==> src/rtl/mem_arbiter_if.sv <==
// Purpose: bundles the IF/MEM requester ports and the byte-wide RAM port of mem_arbiter.
// Latency: none (wires only).
// Backpressure: requests are held until their done pulse; rdy low freezes the arbiter.
// Ports: rdy, flush, if_* (fetch), mem_* (load/store), ram_* (byte RAM), busy.
//   master modport = requester/RAM side, slave modport = arbiter side.
interface mem_arbiter_if #(
    parameter int ADDR_W = 32
);
    logic              rdy;
    logic              flush;

    logic              if_req;
    logic [ADDR_W-1:0] if_addr;
    logic              if_done;
    logic [31:0]       if_data;

    logic              mem_req;
    logic              mem_we;
    logic [1:0]        mem_len;
    logic [ADDR_W-1:0] mem_addr;
    logic [31:0]       mem_wdata;
    logic              mem_done;
    logic [31:0]       mem_rdata;

    logic [7:0]        ram_din;
    logic [7:0]        ram_dout;
    logic [ADDR_W-1:0] ram_a;
    logic              ram_wr;
    logic              busy;

    modport master (
        output rdy, flush,
        output if_req, if_addr,
        output mem_req, mem_we, mem_len, mem_addr, mem_wdata,
        output ram_din,
        input  if_done, if_data, mem_done, mem_rdata,
        input  ram_dout, ram_a, ram_wr, busy
    );

    modport slave (
        input  rdy, flush,
        input  if_req, if_addr,
        input  mem_req, mem_we, mem_len, mem_addr, mem_wdata,
        input  ram_din,
        output if_done, if_data, mem_done, mem_rdata,
        output ram_dout, ram_a, ram_wr, busy
    );
endinterface

==> src/rtl/mem_arbiter.sv <==
// Purpose: shares one byte-wide RAM port between IF fetches and MEM loads/stores (MEM has priority).
// Latency: read of n bytes -> done in T0+n+2; store of n bytes -> done in T0+n+1.
// Backpressure: rdy low freezes all state and blocks RAM writes; requests held until done.
// Ports: clk, rst (sync, active-high); bus (mem_arbiter_if.slave) carries rdy, flush,
//   if_req/if_addr/if_done/if_data, mem_req/we/len/addr/wdata/done/rdata,
//   ram_din/ram_dout/ram_a/ram_wr and busy.
module mem_arbiter #(
    parameter int ADDR_W = 32
) (
    input  logic          clk,
    input  logic          rst,
    mem_arbiter_if.slave  bus
);
    typedef enum logic [1:0] {IDLE, READ, WRITE, DONE} state_t;
    typedef enum logic {OWN_IF, OWN_MEM} owner_t;

    state_t            state_q, state_d;
    owner_t            owner_q;
    logic [2:0]        cnt_q;
    logic [2:0]        nbytes_q;
    logic [ADDR_W-1:0] addr_q;
    logic [7:0]        dout_q;
    logic [31:0]       wdata_q;
    logic [31:0]       rbuf_q;
    logic [31:0]       rbuf_nxt;
    logic [31:0]       if_data_q;
    logic [31:0]       mem_rdata_q;

    logic grant_mem, grant_if;
    logic last_rd, last_wr, flush_rd;

    assign grant_mem = (state_q == IDLE) && bus.mem_req;
    // A fetch presented together with a redirect is already stale.
    assign grant_if  = (state_q == IDLE) && !bus.mem_req && bus.if_req && !bus.flush;
    // Reads run one extra cycle: byte k arrives the cycle after its address.
    assign last_rd   = (cnt_q == nbytes_q);
    assign last_wr   = (cnt_q == nbytes_q - 3'd1);
    assign flush_rd  = (state_q == READ) && (owner_q == OWN_IF) && bus.flush;

    // ram_din in the cycle with cnt=k carries byte k-1.
    always_comb begin
        rbuf_nxt = rbuf_q;
        case (cnt_q)
            3'd1:    rbuf_nxt[7:0]   = bus.ram_din;
            3'd2:    rbuf_nxt[15:8]  = bus.ram_din;
            3'd3:    rbuf_nxt[23:16] = bus.ram_din;
            3'd4:    rbuf_nxt[31:24] = bus.ram_din;
            default: rbuf_nxt = rbuf_q;
        endcase
    end

    always_comb begin
        state_d = state_q;
        case (state_q)
            IDLE: begin
                if (grant_mem)
                    state_d = bus.mem_we ? WRITE : READ;
                else if (grant_if)
                    state_d = READ;
            end
            READ: begin
                if (flush_rd)
                    state_d = IDLE;
                else if (last_rd)
                    state_d = DONE;
            end
            WRITE: begin
                if (last_wr)
                    state_d = DONE;
            end
            default: state_d = IDLE;
        endcase
    end

    always_ff @(posedge clk) begin
        if (rst) begin
            state_q     <= IDLE;
            owner_q     <= OWN_IF;
            cnt_q       <= 3'd0;
            nbytes_q    <= 3'd0;
            addr_q      <= '0;
            dout_q      <= 8'd0;
            wdata_q     <= 32'd0;
            rbuf_q      <= 32'd0;
            if_data_q   <= 32'd0;
            mem_rdata_q <= 32'd0;
        end else if (bus.rdy) begin
            state_q <= state_d;
            case (state_q)
                IDLE: begin
                    if (grant_mem) begin
                        owner_q <= OWN_MEM;
                        cnt_q   <= 3'd0;
                        addr_q  <= bus.mem_addr;
                        wdata_q <= bus.mem_wdata;
                        dout_q  <= bus.mem_wdata[7:0];
                        rbuf_q  <= 32'd0;
                        case (bus.mem_len)
                            2'd0:    nbytes_q <= 3'd1;
                            2'd1:    nbytes_q <= 3'd2;
                            default: nbytes_q <= 3'd4;
                        endcase
                    end else if (grant_if) begin
                        owner_q  <= OWN_IF;
                        cnt_q    <= 3'd0;
                        addr_q   <= bus.if_addr;
                        nbytes_q <= 3'd4;
                        rbuf_q   <= 32'd0;
                    end
                end
                READ: begin
                    cnt_q  <= cnt_q + 3'd1;
                    addr_q <= addr_q + 1'b1;
                    rbuf_q <= rbuf_nxt;
                    if (last_rd && !flush_rd) begin
                        if (owner_q == OWN_IF)
                            if_data_q <= rbuf_nxt;
                        else
                            mem_rdata_q <= rbuf_nxt;
                    end
                end
                WRITE: begin
                    cnt_q  <= cnt_q + 3'd1;
                    addr_q <= addr_q + 1'b1;
                    case (cnt_q)
                        3'd0:    dout_q <= wdata_q[15:8];
                        3'd1:    dout_q <= wdata_q[23:16];
                        3'd2:    dout_q <= wdata_q[31:24];
                        default: dout_q <= dout_q;
                    endcase
                end
                default: ;
            endcase
        end
    end

    // While frozen in READ, present the address of the byte still awaiting capture,
    // so ram_din carries the right byte on the first cycle after rdy returns.
    assign bus.ram_a     = ((state_q == READ) && !bus.rdy) ? addr_q - 1'b1 : addr_q;
    assign bus.ram_dout  = dout_q;
    assign bus.ram_wr    = (state_q == WRITE) && bus.rdy;
    assign bus.if_done   = (state_q == DONE) && (owner_q == OWN_IF) && bus.rdy;
    assign bus.mem_done  = (state_q == DONE) && (owner_q == OWN_MEM) && bus.rdy;
    assign bus.if_data   = if_data_q;
    assign bus.mem_rdata = mem_rdata_q;
    assign bus.busy      = (state_q != IDLE);
endmodule

==> src/flat_wrapper.sv <==
// flat-port wrapper written by rule: the top's interface ports become plain ports
module mem_arbiter_flat 
#(
    parameter int ADDR_W = 32
)
  (clk, rst, bus_rdy, bus_flush, bus_if_req, bus_if_addr, bus_mem_req, bus_mem_we, bus_mem_len, bus_mem_addr, bus_mem_wdata, bus_ram_din, bus_if_done, bus_if_data, bus_mem_done, bus_mem_rdata, bus_ram_dout, bus_ram_a, bus_ram_wr, bus_busy);
  mem_arbiter_if #(.ADDR_W(ADDR_W)) bus_i ();
  input  logic clk;
  input  logic rst;
  input wire logic [$bits(bus_i.rdy)-1:0] bus_rdy;
  input wire logic [$bits(bus_i.flush)-1:0] bus_flush;
  input wire logic [$bits(bus_i.if_req)-1:0] bus_if_req;
  input wire logic [$bits(bus_i.if_addr)-1:0] bus_if_addr;
  input wire logic [$bits(bus_i.mem_req)-1:0] bus_mem_req;
  input wire logic [$bits(bus_i.mem_we)-1:0] bus_mem_we;
  input wire logic [$bits(bus_i.mem_len)-1:0] bus_mem_len;
  input wire logic [$bits(bus_i.mem_addr)-1:0] bus_mem_addr;
  input wire logic [$bits(bus_i.mem_wdata)-1:0] bus_mem_wdata;
  input wire logic [$bits(bus_i.ram_din)-1:0] bus_ram_din;
  output wire logic [$bits(bus_i.if_done)-1:0] bus_if_done;
  output wire logic [$bits(bus_i.if_data)-1:0] bus_if_data;
  output wire logic [$bits(bus_i.mem_done)-1:0] bus_mem_done;
  output wire logic [$bits(bus_i.mem_rdata)-1:0] bus_mem_rdata;
  output wire logic [$bits(bus_i.ram_dout)-1:0] bus_ram_dout;
  output wire logic [$bits(bus_i.ram_a)-1:0] bus_ram_a;
  output wire logic [$bits(bus_i.ram_wr)-1:0] bus_ram_wr;
  output wire logic [$bits(bus_i.busy)-1:0] bus_busy;
  assign bus_i.rdy = bus_rdy;
  assign bus_i.flush = bus_flush;
  assign bus_i.if_req = bus_if_req;
  assign bus_i.if_addr = bus_if_addr;
  assign bus_i.mem_req = bus_mem_req;
  assign bus_i.mem_we = bus_mem_we;
  assign bus_i.mem_len = bus_mem_len;
  assign bus_i.mem_addr = bus_mem_addr;
  assign bus_i.mem_wdata = bus_mem_wdata;
  assign bus_i.ram_din = bus_ram_din;
  assign bus_if_done = bus_i.if_done;
  assign bus_if_data = bus_i.if_data;
  assign bus_mem_done = bus_i.mem_done;
  assign bus_mem_rdata = bus_i.mem_rdata;
  assign bus_ram_dout = bus_i.ram_dout;
  assign bus_ram_a = bus_i.ram_a;
  assign bus_ram_wr = bus_i.ram_wr;
  assign bus_busy = bus_i.busy;
  mem_arbiter #(.ADDR_W(ADDR_W)) u_core (.clk(clk), .rst(rst), .bus(bus_i));
endmodule
==> config.mk <==
export PLATFORM = sky130hd
export DESIGN_NAME = mem_arbiter_flat
export DESIGN_NICKNAME = d
export VERILOG_FILES = /design/src/rtl/mem_arbiter_if.sv /design/src/rtl/mem_arbiter.sv /design/src/flat_wrapper.sv
export SDC_FILE = /design/constraint.sdc
export NUM_CORES = 1
export LEC_CHECK = 0
export BUFFER_PORTS_ARGS = -buffer_cell sky130_fd_sc_hd__buf_2
export CAP_MARGIN = 20
export CORE_ASPECT_RATIO = 0.7
export CORE_UTILIZATION = 45
export DETAILED_ROUTE_END_ITERATION = 8
export GPL_TIMING_DRIVEN = 1
export HOLD_SLACK_MARGIN = 0.02
export PLACE_DENSITY = 0.69
export SKIP_CTS_REPAIR_TIMING = 1
export SYNTH_ARGS = -nofsm -noshare
export SYNTH_HDL_FRONTEND = slang
export SYNTH_SLANG_ARGS = --single-unit
==> constraint.sdc <==
create_clock -name clk -period 7 [get_ports clk]
set_clock_uncertainty 0.2 [all_clocks]
set_input_delay 0.7 -clock clk [delete_from_list [all_inputs] [get_ports clk]]
set_output_delay 0.7 -clock clk [all_outputs]
set_load 0.03 [all_outputs]
==> impl_metrics.yaml, run 1 <==
clocking:
  root_buffer: "clkbuf_16"
  cts_tree: "built"
  clkTransAtPathRegs_ns: 0.07
  clock_path_buffers: 2
  numCtsBuffers: 17
  htreeDepth: 4
  cts.sinks: 169
  clkLatencyLatePin_ns: 0.43
floorplanning:
  start_util_pct: 46.2
  core_mm2: 0.0190
  fp.dieH_um: 119
  rows: 42
  ios: 221
  die_w_um: 169
  die-area_mm2: 0.0201
drt:
  ant_nets: 0
  avgViaCountPerCell: 5.52
  finalWirelength_um: 25100
  wl_per_cell_um: 16.6
  vias: 8369
  dr.pass1.iters: 5
  remaining_drc_errors: 0
  drt_first_iter_violations: 755
critical_path:
  worst_ep_arrival_time_ns: 2.99
  crit_path_start_kind: "flop"
  worst_ep_required_time_ns: 6.10
  end_kind: "output port"
  cp_max_fo: 7
  critical_path_class: "reg2out"
sta:
  worst_pin_slew_ns: 1.03
  timing.fmax_mhz: 257
  min_period_ns: 3.89
  hold_viol: 0
  fin_crit_sh_pct: 55.6
  maxSlewViolCount: 0
  relSlewSlack_pct: 30.8
  finalSetupViolations: 0
  rsz0062_at_grt: "false"
  holdWs_ns: 0.254
  fin_setup_tns_ns: 0
synthesis:
  synth_top_area_share_pct: 38.6
  yosysTopAreaCell: "dfxtp_1"
  yosys_most_used_dff: "dfxtp_1"
  synth_most_common_cell: "dfxtp_1"
  yosysWarnings: 0
  yosysSeqAreaShare_pct: 38.6
  synth_commonest_cells: "169 x dfxtp_1, 149 x nor2_1, 146 x nand2_1, 85 x a21oi_1, 68 x a211oi_1"
  syn_inst: 1093
  yosysUniqueCellTypes: 67
  synthArstFlopShare_pct: 0
  mappedNetlistArea_mm2: 0.00877
  ys_seq_elements: 169
  synth_fp_nets: 1219
  synth.mux.area_fraction_pct: 5.84
  ys_top_cells_by_area: "dfxtp_1 39%, nor2_1 6.4%, nand2_1 6.3%, a211oi_1 5.8%, mux2i_1 5.7%"
  synth_compound_area_share_pct: 21.4
  yosys.area_share.xor_xnor_pct: 3.65
  syn_avg_cell_area_um2: 8.02
  yosys.area_share.adder_pct: 1.86
  synth_top_family_by_area: "simple AND/OR/NAND/NOR gates"
  synth_edf_count: 0
  yosys.area_share.simple_pct: 23.0
grt:
  antenna_found_initial: 5
  grt_pass1_wl_um: 39800
  grt_max_degree: 98
  grt_pass1_vias: 7418
  overflow: 0
  grt_util_all_layers_pct: 25.0
placement:
  place_hpwl_um: 17700
  place.gp.congestion: 0.858
  port_buffers: 220
cells_and_area:
  drive_above_1_share_pct: 22.7
  multi_input_area_mm2: 0.00489
  fin_nets: 1364
  seqCellArea_mm2: 0.00338
  fillers: 1856
  syn2layout_area_growth_pct: 19.7
min_path:
  hold_class: "reg2reg"
run_status:
  status: "finished clean"
power_and_ir_drop:
  p_leak_uw: 0.00432
  powerDensity_mw_per_mm2: 256
  vdd_ir_drop_max_mv: 0.142
flow_run:
  drv_cap: 0
[metrics by stage]
step	util (%)	total power, uW	instance area [um^2]	setup WS (ns)	cells
detailed placement	51.9	1670	9840	3.51	1482
finish	55.3	2690	10500	3.11	1516
floorplan	-	1510	8770	3.83	1093
CTS	55.3	2690	10500	3.17	1513
global placement	51.9	1660	9840	3.55	1482
global route	55.3	2800	10500	2.96	1514
[layout by cell type, fill, tap and decap left out, drive strengths merged, types with 8 or more instances in the layout]
master	n
dfxtp	169
ha	13
a31oi	8
xor2	19
nor2	149
nor4	14
and3	19
nand3	22
a21oi	85
a22o	8
nand2	146
mux2i	50
xnor2	15
a22oi	35
a211o	8
o21ai	19
inv	23
buf	229
a211oi	70
nor3	27
o22ai	9
clkbuf	20
[flip-flops by register name (all words and copies together) (netlist names)]
name / count
u_core.addr_q: 32
u_core.bus.if_data: 32
u_core.bus.mem_rdata: 32
u_core.bus.ram_dout: 8
u_core.cnt_q: 3
u_core.nbytes_q: 3
u_core.owner_q: 1
u_core.rbuf_q: 32
u_core.state_q: 2
u_core.wdata_q: 24
[report_power, final]
group | total, uW | switching [uW] | internal, uW
combinational | 570 | 375 | 196
sequential | 1080 | 71.4 | 1010
clock | 1040 | 413 | 624
total | 2690 | 859 | 1830
[worst max-delay path: stages, from the launching register on]
cell and delay [ns]:
dfxtp_1 0.42, ha_1 0.32, nor3b_1 0.52, nand3_1 0.47, or3_1 0.47, xnor2_1 0.15, buf_2 0.22
[routing by layer]
| metal | part of all wire (%) | up-vias | global-route usage, % |
|---|---|---|---|
| li1 | - | 4179 | - |
| met2 | 41 | 287 | 34.7 |
| met1 | 50 | 3877 | 37.3 |
| met5 | 0.12 | - | 0 |
| met3 | 7.7 | 22 | 7.07 |
| met4 | 0.89 | 4 | 6.25 |
[worst paths after layout]
kind	startpoint	to	slack (ns)	depth (start not counted)
setup / recovery	u_core.state_q[0]$_SDFFE_PP0P_	bus_ram_a[7]	3.11	6
hold / removal	u_core.wdata_q[21]$_SDFFE_PP0P_	u_core.wdata_q[21]$_SDFFE_PP0P_	0.25	2
setup reg to reg	u_core.state_q[0]$_SDFFE_PP0P_	u_core.addr_q[21]$_SDFFE_PP0P_	3.80	8
hold reg to reg	u_core.wdata_q[21]$_SDFFE_PP0P_	u_core.wdata_q[21]$_SDFFE_PP0P_	0.25	2
[logic make-up (layout without fill, tap and decap cells)]
| kind of cell | Yosys count | in the layout |
|---|---|---|
| other | 0 | 2 |
| DFF | 169 | 169 |
| AOI/OAI and AO/OA | 272 | 272 |
| muxes | 51 | 51 |
| adders and majority gates | 13 | 13 |
| and+or+nand+nor | 431 | 431 |
| buffers and inverters | 122 | 279 |
| xor gates and xnor gates | 35 | 35 |
[final cells by class]
class                           instances  share of cell area, %
Multi-Input combinational cell        802                   46.6
Tap cell                              264                   3.15
Sequential cell                       169                   32.2
Antenna cell                            2                 0.0477
Clock inverter                         11                   1.76
Timing Repair Buffer                  229                   11.2
Clock buffer                           20                   4.35
Inverter                               19                  0.680
Power figures use the tool's default switching activity.
==> run 2: changes to the inputs <==
--- a/config.mk
+++ b/config.mk
@@ -12,7 +12,7 @@
 export DETAILED_ROUTE_END_ITERATION = 8
 export GPL_TIMING_DRIVEN = 1
 export HOLD_SLACK_MARGIN = 0.02
-export PLACE_DENSITY = 0.69
+export PLACE_DENSITY = 0.72
 export SKIP_CTS_REPAIR_TIMING = 1
 export SYNTH_ARGS = -nofsm -noshare
 export SYNTH_HDL_FRONTEND = slang
==> constraint.sdc (replaced) <==
create_clock -name clk -period 3.33 [get_ports clk]
set_clock_uncertainty 0.2 [all_clocks]
set_input_delay 0.333 -clock clk [delete_from_list [all_inputs] [get_ports clk]]
set_output_delay 0.333 -clock clk [all_outputs]
set_load 0.03 [all_outputs]
==> impl_metrics.yaml, run 2 (same netlist as run 1, synthesis figures left out) <==
drt:
  vias: 8652
  finalWirelength_um: 25900
  drt_first_iter_violations: 772
  route.top_layer_used: "met5"
  remaining_drc_errors: 0
  route.met2.wl_um: 11000
  ant_nets: 0
  met1Wirelength_um: 12400
  dr.pass1.iters: 7
  avgViaCountPerCell: 5.59
  met3_wirelength_um: 2300
  wl_per_cell_um: 16.7
sta:
  fin_setup_tns_ns: 0
  maxSlewViolCount: 0
  relSlewSlack_pct: 42.8
  min_period_ns: 3.21
  fin_crit_sh_pct: 96.5
  timing.fmax_mhz: 311
  holdWs_ns: 0.0482
  worst_pin_slew_ns: 0.856
  hold_viol: 0
  finalSetupViolations: 0
cells_and_area:
  n_antenna_cell: 0
  fin_nets: 1398
  drive_above_1_share_pct: 23.4
  layout_commonest_cell: "buf_2"
  instances_no_fill: 1549
  syn2layout_area_growth_pct: 24.0
  layout.cells.most_common_list: "219 x buf_2, 168 x dfxtp_1, 149 x nor2_1, 146 x nand2_1, 85 x a21oi_1"
  fillers: 1757
  fin_util_pct: 57.3
floorplanning:
  ios: 221
  start_util_pct: 46.2
  fp.dieH_um: 119
  die-area_mm2: 0.0201
  die_w_um: 169
  rows: 42
  core_mm2: 0.0190
grt:
  antenna_found_initial: 1
  grt_pass1_vias: 7873
  grt_pass1_wl_um: 40800
  grt_max_degree: 104
  grt_util_all_layers_pct: 25.4
  overflow: 0
power_and_ir_drop:
  vdd_ir_drop_max_mv: 0.255
  p_leak_uw: 0.00448
  p_total_uw: 5630
  powerDensity_mw_per_mm2: 518
clocking:
  clkTransAtPathRegs_ns: 0.07
  clock_path_buffers: 2
  cts.sinks: 169
  htreeDepth: 4
  clkLatencyLatePin_ns: 0.42
  numCtsBuffers: 17
  root_buffer: "clkbuf_16"
  cts_tree: "built"
placement:
  place.gp.congestion: 0.991
  port_buffers: 220
  place_hpwl_um: 18100
  place_inst: 1491
critical_path:
  timing.rr.start: "u_core.state_q[0]$_SDFFE_PP0P_"
  worst_ep_required_time_ns: 2.80
  worst_ep_arrival_time_ns: 2.68
  critical_path_class: "reg2out"
  cp_max_fo: 9
  crit_path_start_kind: "flop"
  crit_path_start: "u_core.addr_q[16]$_SDFFE_PP0P_"
  end_kind: "output port"
run_status:
  status: "finished clean"
min_path:
  hold_class: "in2reg"
  hold_start: "bus_mem_len[1]"
flow_run:
  drv_cap: 0
==> run 2: final timing paths <==
path	to	slack (ns)	depth (start not counted)
min	u_core.nbytes_q[0]$_SDFFE_PP0P_	0.05	4
min reg2reg	u_core.wdata_q[31]$_SDFFE_PP0P_	0.26	2
max	bus_ram_a[23]	0.12	6
max reg2reg	u_core.rbuf_q[3]$_SDFFE_PP0P_	0.39	7
==> run 2: metal layers <==
metal,vias to the layer above,GRT usage [%]
li1,4243,-
met1,4055,37.0
met2,330,36.7
met3,22,7.30
met4,2,5.74
met5,-,0
==> run 2: cell type report <==
type	count	area, um^2	area share, %
Clock inverter	14	185	1.70
Multi-Input combinational cell	802	4910	45.2
Clock buffer	18	439	4.04
Tap cell	264	330	3.04
Timing Repair Buffer	263	1550	14.2
Inverter	19	71.3	0.656
Sequential cell	169	3380	31.1
==> run 2: where the power goes <==
part,switching (uW),total [uW],internal [uW]
sequential,148,2270,2130
clock,870,2090,1220
combinational,808,1260,454
total,1830,5630,3800
==> run 2: worst max-delay path, stage by stage, from the launching register on <==
cell,delay [ns]
dfxtp_1,0.40
or4_4,0.59
or4_4,0.55
nor3_4,0.26
nand2_1,0.10
xnor2_1,0.13
buf_2,0.22
==> run 2: through the flow <==
| step | area [um^2] | worst slack [ns] |
|---|---|---|
| floorplan | 8770 | 0.531 |
| global placement | 9960 | 0.404 |
| detailed placement | 9960 | 0.357 |
| CTS | 10600 | -0.0995 |
| global route | 10900 | -0.00502 |
| finish | 10900 | 0.117 |
